File: src/rtl/uart_pkg.sv
// Shared types and constants for the UART receive channel.
package uart_pkg;

    // Receiver frame-tracking states.
    typedef enum logic [2:0] {
        IDLE  = 3'd0,
        START = 3'd1,
        DATA  = 3'd2,
        PAR   = 3'd3,
        STOP  = 3'd4,
        BREAK = 3'd5
    } rx_state_t;

    // Parity mode encodings.
    localparam int PAR_NONE = 0;
    localparam int PAR_ODD  = 1;
    localparam int PAR_EVEN = 2;

    // Given the XOR of all data bits and the received parity bit, report a mismatch.
    // Even mode requires the total XOR to be 0, odd mode requires it to be 1.
    function automatic logic par_mismatch(input logic xor_all, input int mode);
        if (mode == PAR_EVEN) begin
            return xor_all;
        end else begin
            return ~xor_all;
        end
    endfunction

endpackage

File: src/rtl/uart_sync2.sv
// Two-flop synchronizer for an asynchronous single-bit input.
// The reset value is a parameter so an idle-high line does not look like activity.
module uart_sync2 #(
    parameter logic RESET_VAL = 1'b1
) (
    input  logic clock_out,
    input  logic nreset,
    input  logic i_async,
    output logic o_sync
);

    logic r_meta;
    logic r_sync;

    // Capture the asynchronous input, then re-register to settle metastability.
    always_ff @(posedge clock_out or negedge nreset) begin
        if (!nreset) begin
            r_meta <= RESET_VAL;
            r_sync <= RESET_VAL;
        end else begin
            r_meta <= i_async;
            r_sync <= r_meta;
        end
    end

    assign o_sync = r_sync;

endmodule

File: src/rtl/uart_rx.sv
// UART receiver: start/data/optional parity/stop frame, LSB first, sampled at
// bit centres on an oversampled clock. Delivers bytes on valid/ready and pulses
// framing, parity and overrun errors for one cycle each.
module uart_rx
    import uart_pkg::*;
#(
    parameter int BYTESIZES    = 8,
    parameter int OVERSAMPLING = 16,
    parameter int PARITY       = 0
) (
    input  logic                 clock_out,
    input  logic                 nreset,
    input  logic                 sdata_rx_in,
    input  logic                 ready_rx_in,
    output logic [BYTESIZES-1:0] data_rx_out,
    output logic                 valid_rx_out,
    output logic                 frame_err_out,
    output logic                 parity_err_out,
    output logic                 overrun_err_out
);

    localparam int P  = (PARITY != PAR_NONE) ? 1 : 0;
    localparam int CW = $clog2(OVERSAMPLING);
    localparam int BW = $clog2(BYTESIZES + 1);

    // Half a bit from the falling edge lands on the start-bit centre; a full bit
    // from there lands on every following bit centre.
    localparam logic [CW-1:0] CNT_HALF = CW'(OVERSAMPLING / 2 - 1);
    localparam logic [CW-1:0] CNT_LAST = CW'(OVERSAMPLING - 1);
    localparam logic [BW-1:0] BIT_LAST = BW'(BYTESIZES - 1);

    logic                 w_rx_s;
    rx_state_t            r_state;
    logic [CW-1:0]        r_cnt;
    logic [BW-1:0]        r_bit_idx;
    logic [BYTESIZES-1:0] r_shift;
    logic                 r_par_mis;
    logic [BYTESIZES-1:0] r_data;
    logic                 r_valid;
    logic                 r_frame_err;
    logic                 r_parity_err;
    logic                 r_overrun_err;

    uart_sync2 #(
        .RESET_VAL(1'b1)
    ) u_sync (
        .clock_out(clock_out),
        .nreset   (nreset),
        .i_async  (sdata_rx_in),
        .o_sync   (w_rx_s)
    );

    // Frame FSM with the output register, handshake and error pulses.
    always_ff @(posedge clock_out or negedge nreset) begin
        if (!nreset) begin
            r_state       <= IDLE;
            r_cnt         <= '0;
            r_bit_idx     <= '0;
            r_shift       <= '0;
            r_par_mis     <= 1'b0;
            r_data        <= '0;
            r_valid       <= 1'b0;
            r_frame_err   <= 1'b0;
            r_parity_err  <= 1'b0;
            r_overrun_err <= 1'b0;
        end else begin
            r_frame_err   <= 1'b0;
            r_parity_err  <= 1'b0;
            r_overrun_err <= 1'b0;

            // Consumer accept; a commit on this same edge overrides below.
            if (r_valid && ready_rx_in) begin
                r_valid <= 1'b0;
            end else begin
                r_valid <= r_valid;
            end

            case (r_state)
                IDLE: begin
                    r_cnt <= '0;
                    if (w_rx_s == 1'b0) begin
                        r_state <= START;
                    end else begin
                        r_state <= IDLE;
                    end
                end

                START: begin
                    if (r_cnt == CNT_HALF) begin
                        r_cnt <= '0;
                        if (w_rx_s == 1'b0) begin
                            r_state   <= DATA;
                            r_bit_idx <= '0;
                            r_par_mis <= 1'b0;
                        end else begin
                            // Too short to be a start bit: treat as line noise.
                            r_state <= IDLE;
                        end
                    end else begin
                        r_cnt <= r_cnt + CW'(1);
                    end
                end

                DATA: begin
                    if (r_cnt == CNT_LAST) begin
                        r_cnt     <= '0;
                        r_bit_idx <= r_bit_idx + BW'(1);
                        for (int i = 0; i < BYTESIZES; i++) begin
                            if (r_bit_idx == BW'(i)) begin
                                r_shift[i] <= w_rx_s;
                            end
                        end
                        if (r_bit_idx == BIT_LAST) begin
                            r_state <= (P != 0) ? PAR : STOP;
                        end else begin
                            r_state <= DATA;
                        end
                    end else begin
                        r_cnt <= r_cnt + CW'(1);
                    end
                end

                PAR: begin
                    if (r_cnt == CNT_LAST) begin
                        r_cnt     <= '0;
                        r_par_mis <= par_mismatch((^r_shift) ^ w_rx_s, PARITY);
                        r_state   <= STOP;
                    end else begin
                        r_cnt <= r_cnt + CW'(1);
                    end
                end

                STOP: begin
                    if (r_cnt == CNT_LAST) begin
                        r_cnt <= '0;
                        if (w_rx_s == 1'b1) begin
                            r_data        <= r_shift;
                            r_valid       <= 1'b1;
                            r_parity_err  <= r_par_mis;
                            // Unconsumed byte replaced without an accept this edge.
                            r_overrun_err <= r_valid && !ready_rx_in;
                            r_state       <= IDLE;
                        end else begin
                            r_frame_err <= 1'b1;
                            r_state     <= BREAK;
                        end
                    end else begin
                        r_cnt <= r_cnt + CW'(1);
                    end
                end

                BREAK: begin
                    r_cnt <= '0;
                    if (w_rx_s == 1'b1) begin
                        r_state <= IDLE;
                    end else begin
                        r_state <= BREAK;
                    end
                end

                default: begin
                    r_state <= IDLE;
                    r_cnt   <= '0;
                end
            endcase
        end
    end

    assign data_rx_out     = r_data;
    assign valid_rx_out    = r_valid;
    assign frame_err_out   = r_frame_err;
    assign parity_err_out  = r_parity_err;
    assign overrun_err_out = r_overrun_err;

endmodule

File: config.mk
export PLATFORM = sky130hd
export DESIGN_NAME = uart_rx
export DESIGN_NICKNAME = d
export VERILOG_FILES = /design/src/rtl/uart_pkg.sv /design/src/rtl/uart_sync2.sv /design/src/rtl/uart_rx.sv
export SDC_FILE = /design/constraint.sdc
export NUM_CORES = 1
export LEC_CHECK = 0
export CORE_AREA = 5 5 63 65
export CTS_CLUSTER_SIZE = 28
export DETAILED_ROUTE_END_ITERATION = 16
export DIE_AREA = 0 0 68 70
export PLACE_DENSITY = 0.8
export SETUP_SLACK_MARGIN = 0.3
export SYNTH_ARGS = -nofsm -noshare
export SYNTH_HDL_FRONTEND = slang
export SYNTH_SLANG_ARGS = --single-unit
File: constraint.sdc
create_clock -name clock_out -period 1.95 [get_ports clock_out]
set_input_delay 0.2925 -clock clock_out [delete_from_list [all_inputs] [get_ports clock_out]]
set_output_delay 0.2925 -clock clock_out [all_outputs]
set_load 0.005 [all_outputs]
==> metrics.md <==
| Metric | Value |
|---|---|
| Top cells by count, synth | dfrtp_1 (32), nand3_1 (11), mux2_4 (7) |
| Synth Flop Type | dfrtp_1 |
| Initial drt markers | a little under 80 |
| XOR/XNOR Fraction of Synth Area | 0.0574 |
| Post-Syn Instances | 145 |
| Final Wtd Congestion | about 0.85 |
| Largest cells by area after synthesis | dfrtp_1 (45%), mux2_4 (6.0%), mux2_2 (3.8%), ha_1 (3.5%), mux2_1 (3.2%) |
| Setup crit end kind | flip-flop |
| Chip width | 68 µm |
| Normalized max-slew margin | 0.723 |
| Register Area | roughly 860 µm² |
| Mapped Area | between 1500 and 2000 µm² |
| Yosys reg bits | 34 |
| Routed length per placed instance | approximately 14 µm |
| Overflow after GRT | 0 |
| H-tree depth | 2 |
| Crit path time final | approximately 1.7 ns |
| Root Buffer | clkbuf_4 |
| Syn_nets | roughly 150 |
| Data arrival, critical path | about 1.9 ns |
| Max Slew Vio Count | 0 |
| Core Region | 3280 µm² |
| PD cells | 924 nW/µm² |
| # diodes | 0 |
| Initial core utilization | 0.537 |
| Clk buf depth | 2 |
| Reg clk slew, reported paths | around 0.11 ns |
| Status | complete, no violations |
| Worst path required time | between 2 and 2.5 ns |
| I/O pin cnt | 16 |
| Period Utilization, post-route | 0.857 |
| # port buffers | 15 |
| Largest family of logic cells by synthesized area | simple AND/OR/NAND/NOR gates |
| CTS sink count | 34 |
| HP Class | input port to asynchronous set/reset pin |
| # fillers | about 250 |
| Clock Skew | 0.0102 ns |
| Clock Latency Late Sink | approximately 0.35 ns |
| Share of cells above drive strength 1 | 0.346 |
| Slew at the pin closest to its max-slew limit | 0.416 ns |
| Vias in the first global route | 1308 |
| Synth warn | 0 |
| Top cell type's share of synthesized area | 0.454 |
| Post-DR vias/cell | 5.43 |
| Reg2reg setup slack | approximately 0.28 ns |
| Setup violations, final | 0 |
| Mux cell area share after synthesis | 0.130 |
| FMAX | between 500 and 600 MHz |
| Synth Area in Simple Gates | 0.165 |
| Nets@finish | 190 |
| Setup CP Type | flip-flop to flip-flop |
| Leakage | approximately 1.0 nW |
| RSZ-0062 raised after global routing | true |
| Area delta synth->final | 24.6% |
| Met1 global-route usage | 0.170 |
| GRT met2 Usage | 0.269 |
| Sequential fraction of the synthesis area | 0.484 |
| Drt first pass iters | 4 |
| Critical path startpoint category | flip-flop |
| Peak supply drop | approximately 0.80 mV |
| Synth area leader | dfrtp_1 |
| Residual DRC count | 0 |
| Hold Vio Cnt, Final | 0 |
| Fin Setup TNS | 0 ns |
| Critical path fanouts, max | 5 |
| FP Rows | 21 |
| Async set or reset register ratio after synthesis | 1.00 |
| Die Y-Extent | approximately 70 µm |
| First-pass GRT wire length | about 5600 µm |
| Tot GR Track Use | 0.155 |
| Antenna Nets Post-Route | 0 |
| Mean Syn Cell Area | around 12 µm² |
| Util after Layout | 0.669 |
| Maximum Capacitance Violations | 0 |
| Synth Area in Compound Gates | 0.0915 |
| Yosys cell types | just over 50 |
| Multi-input logic area | 883 µm² |
| Largest net degree at the start of global routing | 35 |
| Die Footprint | 4760 µm² |
| Count leader, synth | dfrtp_1 |
| Adder-cell share of the synthesized area | 0.0355 |
| Cts bufs inserted | 5 |
| Initial antenna violation count | 0 |
| GR peak layer | met2 |
| Met3 usage | 0.0401 |
| DP Wirelength | roughly 2300 µm |
| Post-synth EDFFs | 0 |
| CTS tree | done |
| Final WL | around 3300 µm |
| DR vias | 1238 |
==> flip-flops by register name (all words and copies together) (netlist names) <==
name / flops
data_rx_out: 8
frame_err_out: 1
overrun_err_out: 1
parity_err_out: 1
r_bit_idx: 4
r_cnt: 4
r_par_mis: 1
r_shift: 8
r_state: 3
u_sync.o_sync: 1
u_sync.r_meta: 1
valid_rx_out: 1
==> final cells by class <==
class,count,share of cell area
Sequential cell,34,0.390
Multi-Input combinational cell,98,0.402
Timing Repair Buffer,36,0.142
Clock inverter,2,0.00569
Clock buffer,6,0.0233
Inverter,6,0.0102
Tap cell,46,0.0262
==> cells by family (layout without fill, tap and decap cells) <==
kind of cell	count (synthesis)	count (layout)
AND/OR/NAND/NOR	44	44
adder cells (fa/ha/maj)	5	5
XOR/XNOR	10	10
flip-flops	34	34
buffers and inverters	13	50
multiplexers	18	18
AO/OA/AOI/OAI	21	21
==> metrics by stage <==
stage	setup slack (ns)	power [mW]	cell area (µm²)	hold slack, ns	instances
after floorplan	0.309	1.38	1780	-0.00309	145
after global placement	0.243	1.49	1990	0.347	205
after detailed placement	0.174	1.53	1990	0.348	205
after CTS	0.286	1.98	2110	0.338	220
after global routing	0.213	2.17	2200	0.326	228
final	0.279	2.03	2200	0.341	228
==> critical path, cell delays in order, from the launching register on <==
cell and delay [ns]:
dfrtp_1 0.41, ha_4 0.18, and3_4 0.20, nand3b_4 0.09
nor3b_4 0.23, buf_6 0.17, mux2_4 0.29
==> where the power goes <==
group / leakage [nW] / internal, mW / switching [mW]
sequential: 0.445 / 0.818 / 0.133
combinational: 0.555 / 0.358 / 0.298
clock: 0.0343 / 0.173 / 0.249
==> final timing paths <==
path	from	depth (start not counted)	to
min in group clock_out	sdata_rx_in	1	u_sync.r_meta$_DFF_PN1_
max in group asynchronous	nreset	2	u_sync.r_meta$_DFF_PN1_
setup reg to reg	r_cnt[0]$_DFF_PN0_	6	data_rx_out[6]$_DFFE_PN0P_
setup / recovery	r_cnt[0]$_DFF_PN0_	6	data_rx_out[6]$_DFFE_PN0P_
hold / removal	nreset	2	data_rx_out[1]$_DFFE_PN0P_
hold reg to reg	u_sync.r_meta$_DFF_PN1_	0	u_sync.o_sync$_DFF_PN1_
==> per-layer routing <==
layer / share of wire / routed length [µm]
met5: 0 / 0
met4: 0.021 / 68
met2: 0.52 / 1720
met3: 0.045 / 148
met1: 0.41 / 1360
==> repair_timing <==
action,CTS,global route
gates resized for setup,4,9
cloned,1,0
endpoints found under the setup margin,10,19
buffers inserted,6,8
pin swaps,2,3
hold buffers,0,0
==> placed cells by master, fill, tap and decap left out, types with 5 or more instances in the layout <==
cell type        instances
mux2_2                   6
nor2_1                   6
clkdlybuf4s50_1         15
mux2_4                   8
buf_4                   18
xnor2_1                  6
clkbuf_4                 5
dfrtp_1                 28
nand3_1                 11
No activity file was read; power rests on OpenSTA's default activity.
